File: src/rtl/instruction_fetch_unit_pkg.sv
// Shared definitions for the instruction fetch unit:
// word/target geometry, fetch FSM encoding and reset PC.
package instruction_fetch_unit_pkg;

    localparam int WORD_SIZE = 16;

    localparam int TGT_LEFT  = 11;
    localparam int TGT_RIGHT = 0;
    localparam int TGT_W     = TGT_LEFT - TGT_RIGHT + 1;

    localparam logic [WORD_SIZE-1:0] RESET_PC_DEF = 16'h0000;

    typedef enum logic [1:0] {
        ST_IDLE  = 2'd0,
        ST_REQ   = 2'd1,
        ST_VALID = 2'd2,
        ST_RETRY = 2'd3
    } fetch_state_e;

endpackage

File: src/rtl/instruction_fetch_unit_if.sv
// Fetch bus: memory request/response plus the held-instruction
// handshake towards the control/datapath stage.
import instruction_fetch_unit_pkg::*;

interface instruction_fetch_unit_if #(
    parameter int W  = WORD_SIZE,
    parameter int TW = TGT_W
);
    logic          readM;
    logic [W-1:0]  address;
    logic [W-1:0]  mem_data;
    logic          input_ready;

    logic [W-1:0]  instruction;
    logic          instr_valid;
    logic          instr_ack;
    logic          jump;
    logic [TW-1:0] j_target;
    logic [W-1:0]  pc_plus1;

    modport master (
        output readM,
        output address,
        input  mem_data,
        input  input_ready,
        output instruction,
        output instr_valid,
        input  instr_ack,
        input  jump,
        input  j_target,
        output pc_plus1
    );

    modport slave (
        input  readM,
        input  address,
        output mem_data,
        output input_ready,
        input  instruction,
        input  instr_valid,
        output instr_ack,
        output jump,
        output j_target,
        input  pc_plus1
    );

endinterface

File: src/rtl/instruction_fetch_unit_fetch_watchdog.sv
// Request watchdog: counts cycles while enabled and flags the
// last allowed cycle; wraps to zero on expiry.
module fetch_watchdog #(
    parameter int TIMEOUT = 8
) (
    input  logic clk,
    input  logic reset_n,
    input  logic clear_i,
    input  logic enable_i,
    output logic expired_o
);

    localparam int CW = $clog2(TIMEOUT);
    localparam logic [CW-1:0] LAST = CW'(TIMEOUT - 1);

    logic [CW-1:0] cnt_q;
    logic [CW-1:0] cnt_d;

    assign expired_o = enable_i && (cnt_q == LAST);

    // next count: clear wins, otherwise count and wrap on expiry
    always_comb begin
        cnt_d = cnt_q;
        if (clear_i) begin
            cnt_d = '0;
        end else if (enable_i) begin
            cnt_d = (cnt_q == LAST) ? '0 : cnt_q + 1'b1;
        end
    end

    // counter register
    always_ff @(posedge clk or negedge reset_n) begin
        if (!reset_n) begin
            cnt_q <= '0;
        end else begin
            cnt_q <= cnt_d;
        end
    end

endmodule

File: src/rtl/instruction_fetch_unit.sv
// Fetch stage: owns the PC, requests instruction words from memory
// and holds each one until the consumer retires it.
module instruction_fetch_unit
    import instruction_fetch_unit_pkg::*;
#(
    parameter int WORD_SIZE = instruction_fetch_unit_pkg::WORD_SIZE,
    parameter logic [WORD_SIZE-1:0] RESET_PC = RESET_PC_DEF,
    parameter int TIMEOUT = 8
) (
    input  logic                    clk,
    input  logic                    reset_n,
    instruction_fetch_unit_if.master bus,
    output logic [WORD_SIZE-1:0]    num_inst,
    output logic                    fetch_timeout
);

    fetch_state_e state_q;
    fetch_state_e state_d;

    logic [WORD_SIZE-1:0] pc_q;
    logic [WORD_SIZE-1:0] pc_d;
    logic [WORD_SIZE-1:0] instr_q;
    logic [WORD_SIZE-1:0] instr_d;
    logic [WORD_SIZE-1:0] num_q;
    logic [WORD_SIZE-1:0] num_d;
    logic                 valid_q;
    logic                 valid_d;
    logic                 tmo_q;
    logic                 tmo_d;

    logic in_req;
    logic capture;
    logic retire;
    logic timeout_hit;
    logic wd_clear;
    logic wd_expired;

    assign in_req      = (state_q == ST_REQ);
    assign capture     = in_req && bus.input_ready;
    assign retire      = (state_q == ST_VALID) && bus.instr_ack;
    assign timeout_hit = in_req && !bus.input_ready && wd_expired;

    // the count restarts on every fresh request and on a response
    assign wd_clear = !in_req || bus.input_ready;

    fetch_watchdog #(
        .TIMEOUT (TIMEOUT)
    ) u_wd (
        .clk       (clk),
        .reset_n   (reset_n),
        .clear_i   (wd_clear),
        .enable_i  (in_req),
        .expired_o (wd_expired)
    );

    // fetch FSM state register
    always_ff @(posedge clk or negedge reset_n) begin
        if (!reset_n) begin
            state_q <= ST_IDLE;
        end else begin
            state_q <= state_d;
        end
    end

    // fetch FSM next state; a response beats the watchdog
    always_comb begin
        state_d = state_q;
        unique case (state_q)
            ST_IDLE:  state_d = ST_REQ;
            ST_REQ: begin
                if (capture) begin
                    state_d = ST_VALID;
                end else if (wd_expired) begin
                    state_d = ST_RETRY;
                end
            end
            ST_VALID: begin
                if (retire) begin
                    state_d = ST_REQ;
                end
            end
            ST_RETRY: state_d = ST_REQ;
        endcase
    end

    // fetch FSM outputs: request only while in REQ
    always_comb begin
        bus.readM = 1'b0;
        unique case (state_q)
            ST_REQ:   bus.readM = 1'b1;
            ST_IDLE,
            ST_VALID,
            ST_RETRY: bus.readM = 1'b0;
        endcase
    end

    // datapath next state: capture, retire or timeout flag
    always_comb begin
        pc_d    = pc_q;
        instr_d = instr_q;
        num_d   = num_q;
        valid_d = valid_q;
        tmo_d   = tmo_q;
        unique case (1'b1)
            capture: begin
                instr_d = bus.mem_data;
                valid_d = 1'b1;
            end
            retire: begin
                valid_d = 1'b0;
                num_d   = num_q + 1'b1;
                pc_d    = bus.jump
                        ? {pc_q[WORD_SIZE-1:TGT_LEFT+1], bus.j_target}
                        : pc_q + 1'b1;
            end
            timeout_hit: begin
                tmo_d = 1'b1;
            end
            default: begin
            end
        endcase
    end

    // datapath registers
    always_ff @(posedge clk or negedge reset_n) begin
        if (!reset_n) begin
            pc_q    <= RESET_PC;
            instr_q <= '0;
            num_q   <= '0;
            valid_q <= 1'b0;
            tmo_q   <= 1'b0;
        end else begin
            pc_q    <= pc_d;
            instr_q <= instr_d;
            num_q   <= num_d;
            valid_q <= valid_d;
            tmo_q   <= tmo_d;
        end
    end

    assign bus.address     = pc_q;
    assign bus.pc_plus1    = pc_q + 1'b1;
    assign bus.instruction = instr_q;
    assign bus.instr_valid = valid_q;
    assign num_inst        = num_q;
    assign fetch_timeout   = tmo_q;

endmodule
File: src/flat_wrapper.sv
// flat-port wrapper written by rule: the top's interface ports become plain ports
module instruction_fetch_unit_flat import instruction_fetch_unit_pkg::*;
#(
    parameter int WORD_SIZE = instruction_fetch_unit_pkg::WORD_SIZE,
    parameter logic [WORD_SIZE-1:0] RESET_PC = RESET_PC_DEF,
    parameter int TIMEOUT = 8
)
  (clk, reset_n, num_inst, fetch_timeout, bus_readM, bus_address, bus_mem_data, bus_input_ready, bus_instruction, bus_instr_valid, bus_instr_ack, bus_jump, bus_j_target, bus_pc_plus1);
  instruction_fetch_unit_if bus_i ();
  input  logic clk;
  input  logic reset_n;
  output logic [WORD_SIZE-1:0] num_inst;
  output logic fetch_timeout;
  output wire logic [$bits(bus_i.readM)-1:0] bus_readM;
  output wire logic [$bits(bus_i.address)-1:0] bus_address;
  input wire logic [$bits(bus_i.mem_data)-1:0] bus_mem_data;
  input wire logic [$bits(bus_i.input_ready)-1:0] bus_input_ready;
  output wire logic [$bits(bus_i.instruction)-1:0] bus_instruction;
  output wire logic [$bits(bus_i.instr_valid)-1:0] bus_instr_valid;
  input wire logic [$bits(bus_i.instr_ack)-1:0] bus_instr_ack;
  input wire logic [$bits(bus_i.jump)-1:0] bus_jump;
  input wire logic [$bits(bus_i.j_target)-1:0] bus_j_target;
  output wire logic [$bits(bus_i.pc_plus1)-1:0] bus_pc_plus1;
  assign bus_readM = bus_i.readM;
  assign bus_address = bus_i.address;
  assign bus_i.mem_data = bus_mem_data;
  assign bus_i.input_ready = bus_input_ready;
  assign bus_instruction = bus_i.instruction;
  assign bus_instr_valid = bus_i.instr_valid;
  assign bus_i.instr_ack = bus_instr_ack;
  assign bus_i.jump = bus_jump;
  assign bus_i.j_target = bus_j_target;
  assign bus_pc_plus1 = bus_i.pc_plus1;
  instruction_fetch_unit #(.WORD_SIZE(WORD_SIZE), .RESET_PC(RESET_PC), .TIMEOUT(TIMEOUT)) u_core (.clk(clk), .reset_n(reset_n), .bus(bus_i), .num_inst(num_inst), .fetch_timeout(fetch_timeout));
endmodule
File: config.mk
export PLATFORM = sky130hd
export DESIGN_NAME = instruction_fetch_unit_flat
export DESIGN_NICKNAME = d
export VERILOG_FILES = /design/src/rtl/instruction_fetch_unit_pkg.sv /design/src/rtl/instruction_fetch_unit_if.sv /design/src/rtl/instruction_fetch_unit_fetch_watchdog.sv /design/src/rtl/instruction_fetch_unit.sv /design/src/flat_wrapper.sv
export SDC_FILE = /design/constraint.sdc
export NUM_CORES = 1
export LEC_CHECK = 0
export ABC_AREA = 0
export BUFFER_PORTS_ARGS = -buffer_cell sky130_fd_sc_hd__buf_2
export CAP_MARGIN = 20
export CORE_MARGIN = 2
export CORE_UTILIZATION = 40
export DETAILED_ROUTE_END_ITERATION = 10
export PLACE_DENSITY_LB_ADDON = 0.08
export RECOVER_POWER = 50
export SLEW_MARGIN = 20
export SYNTH_ARGS = -nofsm -noshare
export SYNTH_HDL_FRONTEND = slang
export SYNTH_SLANG_ARGS = --single-unit
File: constraint.sdc
create_clock -name clk -period 4.5 [get_ports clk]
set_clock_uncertainty 0.15 [all_clocks]
set_input_delay 0.9 -clock clk [delete_from_list [all_inputs] [get_ports clk]]
set_output_delay 0.9 -clock clk [all_outputs]
set_load 0.05 [all_outputs]
; Word level (Yosys, flattened, before mapping)
; Index checks and enable logic that the tools add are counted.
[word_totals]
output_inout_bits = 67
inputBits = 33
elab_cells = 43
regBits = 55
[classes]
bitwise = 1
eq_ne = 6
n_addsub = 3
n_reduce_logical = 15
muxes = 10
[op_table]
columns = op, count
row1 = "adder 16 x 1 -> 16 bit, second input constant", 2
row2 = two-way mux 12 bit, 1
row3 = two-way mux 3 bit, 3
row4 = two-way mux 2 bit, 3
row5 = one-hot mux 2 bit (3 select lines), 1
row6 = logical AND 1 bit, 5
row7 = "== test 2 bit, second input constant", 2
row8 = one-hot mux 1 bit (2 select lines), 2
row9 = AND reduction 2 bit, 2
row10 = nonzero test 2 bit, 2
row11 = "adder 3 x 1 -> 3 bit, second input constant", 1
row12 = "== test 3 bit, second input constant", 1
row13 = "inequality test 3 bit, second input constant", 1
row14 = OR reduction 3 bit, 1
row15 = "== test 2 x 1 -> 1 bit, second input constant", 1
row16 = logical NOT 1 bit, 2
row17 = logical NOT 2 bit, 1
row18 = "inequality test 2 x 1 -> 1 bit, second input constant", 1
row19 = OR reduction 2 bit, 1
row20 = logical OR 1 bit, 1
row21 = NOT 1 bit, 1

; Longest topological paths before layout
[logic_depth]
ltp_word = 5
depth_mapped = 6
depth_no_buf = 5

; Hierarchy
; From an unflattened synthesis, not the netlist that was laid out.
[hier_totals]
cells_unflattened = 252
hier_area_um2 = 2720.1
[by_module_without_submodules]
columns = mod, area_per_inst_um2, cells_per_inst, seq_area_each_um2, n_inst
row1 = instruction_fetch_unit, 2562.5, 239, 1301.2, 1
row2 = fetch_watchdog, 157.7, 13, 75.1, 1

; Least setup slack after synthesis
; Ideal clock, no wire load.
[synth_timing]
kind = reg-to-output
startpoint = register u_core.pc_q[1] (netlist: u_core.bus.address[1])
endpoint = output bus_pc_plus1[12]
t_required_ps = 3450
path_stages_with_launch = 7
t_arrival_ps = 2478
slack_ps = 972
n_path_buf = 1
path_cell_list = dfrtp_1 > ha_1 > inv_1 > or3_1 > buf_6 > nor2_1 > xor2_1
[synth_between]
elab_chain_len = 1
[synth_lines]
columns = item, line
row1 = start: declaration, instruction_fetch_unit.sv:20  ; logic [WORD_SIZE-1:0] pc_q;
row2 = start signal: assignment, instruction_fetch_unit.sv:133  ; pc_q <= pc_d;
row3 = adder 16 x 1 -> 16 bit, instruction_fetch_unit.sv:142  ; assign bus.pc_plus1 = pc_q + 1'b1;
row4 = end: declaration, flat_wrapper.sv:23  ; output wire logic [$bits(bus_i.pc_plus1)-1:0] bus_pc_plus1;
; Every way passes these cells.

; Worst setup path in the final report
[layout_timing]
startpoint = register u_core.pc_q[0] (netlist: u_core.bus.address[0])
endpoint = output bus_pc_plus1[12]
; The elaborated chain is that of the path after synthesis.

==> summary.md <==
| Metric | Value |
|---|---|
| Final wirelength | `5890 um` |
| Setup ws final | `1.19 ns` |
| Worst setup path end | `bus_pc_plus1[12]` |
| Antenna Cells | `0` |
| Commonest non-fill, non-tap cell in the layout | `buf_2` |
| Fin crit share | `0.736` |
| Post-CTS sizing | `0` |
| TNS Setup | `0 ns` |
| Static Leak | `1.66 nW` |
| Max Clock Freq | `302 MHz` |
| GPL Wtd Cong | `0.789` |
| Setup Crit Path Kind | `reg -> out` |
| I/O Buffers | `99` |
| EDFF count, synth | `0` |
| Post-CTS setup buffers | `0` |
| Synth Instances | `250` |
| Fillers | `600` |
| Final Max Tran Viols | `31` |
| Status | `finished, violations left` |
| Critical R2R Launch | `u_core.state_q[1]` |
| Arrival time at the worst endpoint | `2.26 ns` |
| VDD IR-drop max | `0.319 mV` |
| Dpl ws | `1.53 ns` |
| Final Non-Filler Cells | `423` |
| Yosys warnings | `0` |
| CTS clk-pin slew, worst paths | `0.09 ns` |
| Post-route minimum period | `3.31 ns` |
| Num CTS Buffers | `5` |
| Pwr/cell area | `626 nW/um^2` |
| First-pass GRT wire length | `9690 um` |
| Sequential fraction of the synthesis area | `0.510` |
| DRT Pass-1 Iters | `6` |
| Most frequent cells in the layout | `buf_2 (97), dfrtp_1 (55), nand2_1 (27)` |
| Critical path required time | `3.45 ns` |
| Syn nets | `287` |
| Initial antenna violation count | `0` |
| Vias in the first global route | `2044` |
| Initial Util | `0.420` |
| Combinational share of power | `0.508` |
| Crit path launch | `u_core.bus.address[0]` |
| Gr usage total | `0.163` |
| Switching share of power | `0.523` |
| Initial DRC Count | `78` |
| # setup viols final | `0` |
| Hold Crit Class | `reg -> reg` |
| Routed wire per std cell | `13.9 um` |
| Tightest Pin Transition | `1.66 ns` |
| Area Growth Syn to Fin | `22.6%` |
| Yosys cell types | `41` |
| Design area | `3310 sq um` |
| CTS tree | `done` |
| #FFs+latches synth | `55` |
| DRT antenna net count | `0` |
| Post-Syn Area | `2700 sq um` |
| Seq pwr share | `0.361` |
| H-Tree Depth | `2` |
| Final total power | `2.07 mW` |
| CTS max path bufs | `2` |
| Final hold violation count | `0` |
| Reg-to-Reg End | `u_core.bus.address[11]` |
| Top cells by area, synth | `dfrtp_1 (51%), mux2_2 (6.7%), xnor2_1 (6.2%)` |
| Worst-Skew Late Latency | `0.30 ns` |
| Multi-input logic area | `1230 sq um` |
| I/O pin count | `100` |
| Num rows | `29` |
| Register Area | `1380 sq um` |
| Drt drc | `0` |
| Die footprint | `7420 sq um` |
| DR vias | `2126` |
| Hpwl dp | `4310 um` |
| CP Launch Type | `flop` |
| Nets | `382` |
| Largest area contributor in the netlist | `dfrtp_1` |
| Clock share of power | `0.130` |
| Crit-path max FO | `10` |
| Max-slew headroom | `-0.106` |
| Area share of the largest cell type after synthesis | `0.510` |
| Largest net degree at the start of global routing | `31` |
| Die Wd | `86.1 um` |
| Syn avg cell area | `10.8 sq um` |
| Max_cap viols | `1` |
| Inst Count DP | `415` |
| Root Driver | `clkbuf_8` |
| Placed Area | `3230 sq um` |
| Min Hold Slack | `0.299 ns` |
| Layout cells sized above 1 | `0.358` |
| CORE AREA | `6420 sq um` |
| RSZ-0062 raised after global routing | `false` |
| Sink Count | `55` |
| Crit path capture type | `primary output` |
| Final Util | `0.515` |
| Via density | `5.03` |
| Worst R2R Path Depth | `5` |
| Overflow after GRT | `0` |
| Asr flop ratio synth | `1.00` |
| Flop-to-flop setup slack | `2.21 ns` |
| Failing checks | `capacitance limit, slew limit` |
| Primary FF master, synth | `dfrtp_1` |
| P_int | `0.989 mW` |
| Post-CTS Hold Buffers | `0` |
| Die height | `86.1 um` |
| Psw | `1.08 mW` |
-- cell type report --
cell class | count | area share
clock buffer | 7 | 0.0231
clock inverter | 1 | 0.00265
inverter | 6 | 0.00681
multi-input combinational | 176 | 0.371
sequential | 55 | 0.416
tap | 77 | 0.0291
timing repair buffer | 101 | 0.151
-- power groups by stage --
stage / Combinational [mW] / Clock (mW) / Sequential, mW
final: 1.05 / 0.270 / 0.748
after global routing: 1.10 / 0.307 / 0.771
after CTS: 1.06 / 0.288 / 0.748
after detailed placement: 1.06 / 0 / 0.758
after global placement: 1.06 / 0 / 0.750
after floorplan: 0.437 / 0 / 1.13
-- per-layer routing --
metal	routed length (um)	global-route usage	share of wire
met5	0	0	0
met4	36	0.0404	0.0061
met3	389	0.0472	0.066
met2	2770	0.254	0.47
met1	2690	0.225	0.46
-- critical path, cell delays in order, from the launching register on --
cell,delay [ns]
dfrtp_1,0.53
ha_1,0.30
inv_1,0.07
or3_1,0.49
nor2_1,0.16
xor2_1,0.14
buf_2,0.27
-- logic make-up (layout without fill, tap and decap cells) --
| kind of cell | after synthesis | count (layout) | share of synthesized area |
|---|---|---|---|
| AO/OA/AOI/OAI | 30 | 30 | 0.0733 |
| XOR/XNOR | 33 | 33 | 0.107 |
| adder cells (fa/ha/maj) | 4 | 4 | 0.0186 |
| buffers and inverters | 19 | 115 | 0.0353 |
| flip-flops | 55 | 55 | 0.510 |
| multiplexers | 18 | 18 | 0.0742 |
| AND/OR/NAND/NOR | 91 | 91 | 0.181 |
-- how the worst min path moves through the flow --
stage / start / endpoint / slack, ns / cells past startpoint
after detailed placement: u_core.u_wd.cnt_q[0] / u_core.u_wd.cnt_q[0] / 0.29 / 1
after floorplan: u_core.u_wd.cnt_q[0] / u_core.u_wd.cnt_q[0] / 0.26 / 1
final: u_core.u_wd.cnt_q[0] / u_core.u_wd.cnt_q[0] / 0.30 / 1
after global placement: u_core.u_wd.cnt_q[0] / u_core.u_wd.cnt_q[0] / 0.28 / 1
after CTS: u_core.u_wd.cnt_q[0] / u_core.u_wd.cnt_q[0] / 0.30 / 1
after global routing: u_core.u_wd.cnt_q[0] / u_core.u_wd.cnt_q[0] / 0.33 / 1
-- Yosys cell counts, drive strengths merged, types with 8 or more instances --
library cell / number
nand2: 27
nor4: 9
xnor2: 19
xor2: 14
o21ai: 9
dfrtp: 55
nor2: 9
clkbuf: 8
and3: 8
nor3: 8
mux2: 16
nand3: 14
-- state kept, by name, indices dropped and copies added (netlist names) --
register / flops
u_core.bus.address: 16
u_core.bus.instruction: 16
u_core.num_inst: 16
u_core.u_wd.cnt_q: 3
u_core.state_q: 2
u_core.bus.instr_valid: 1
u_core.fetch_timeout: 1
Note: power is estimated with default switching activity, not from simulation.
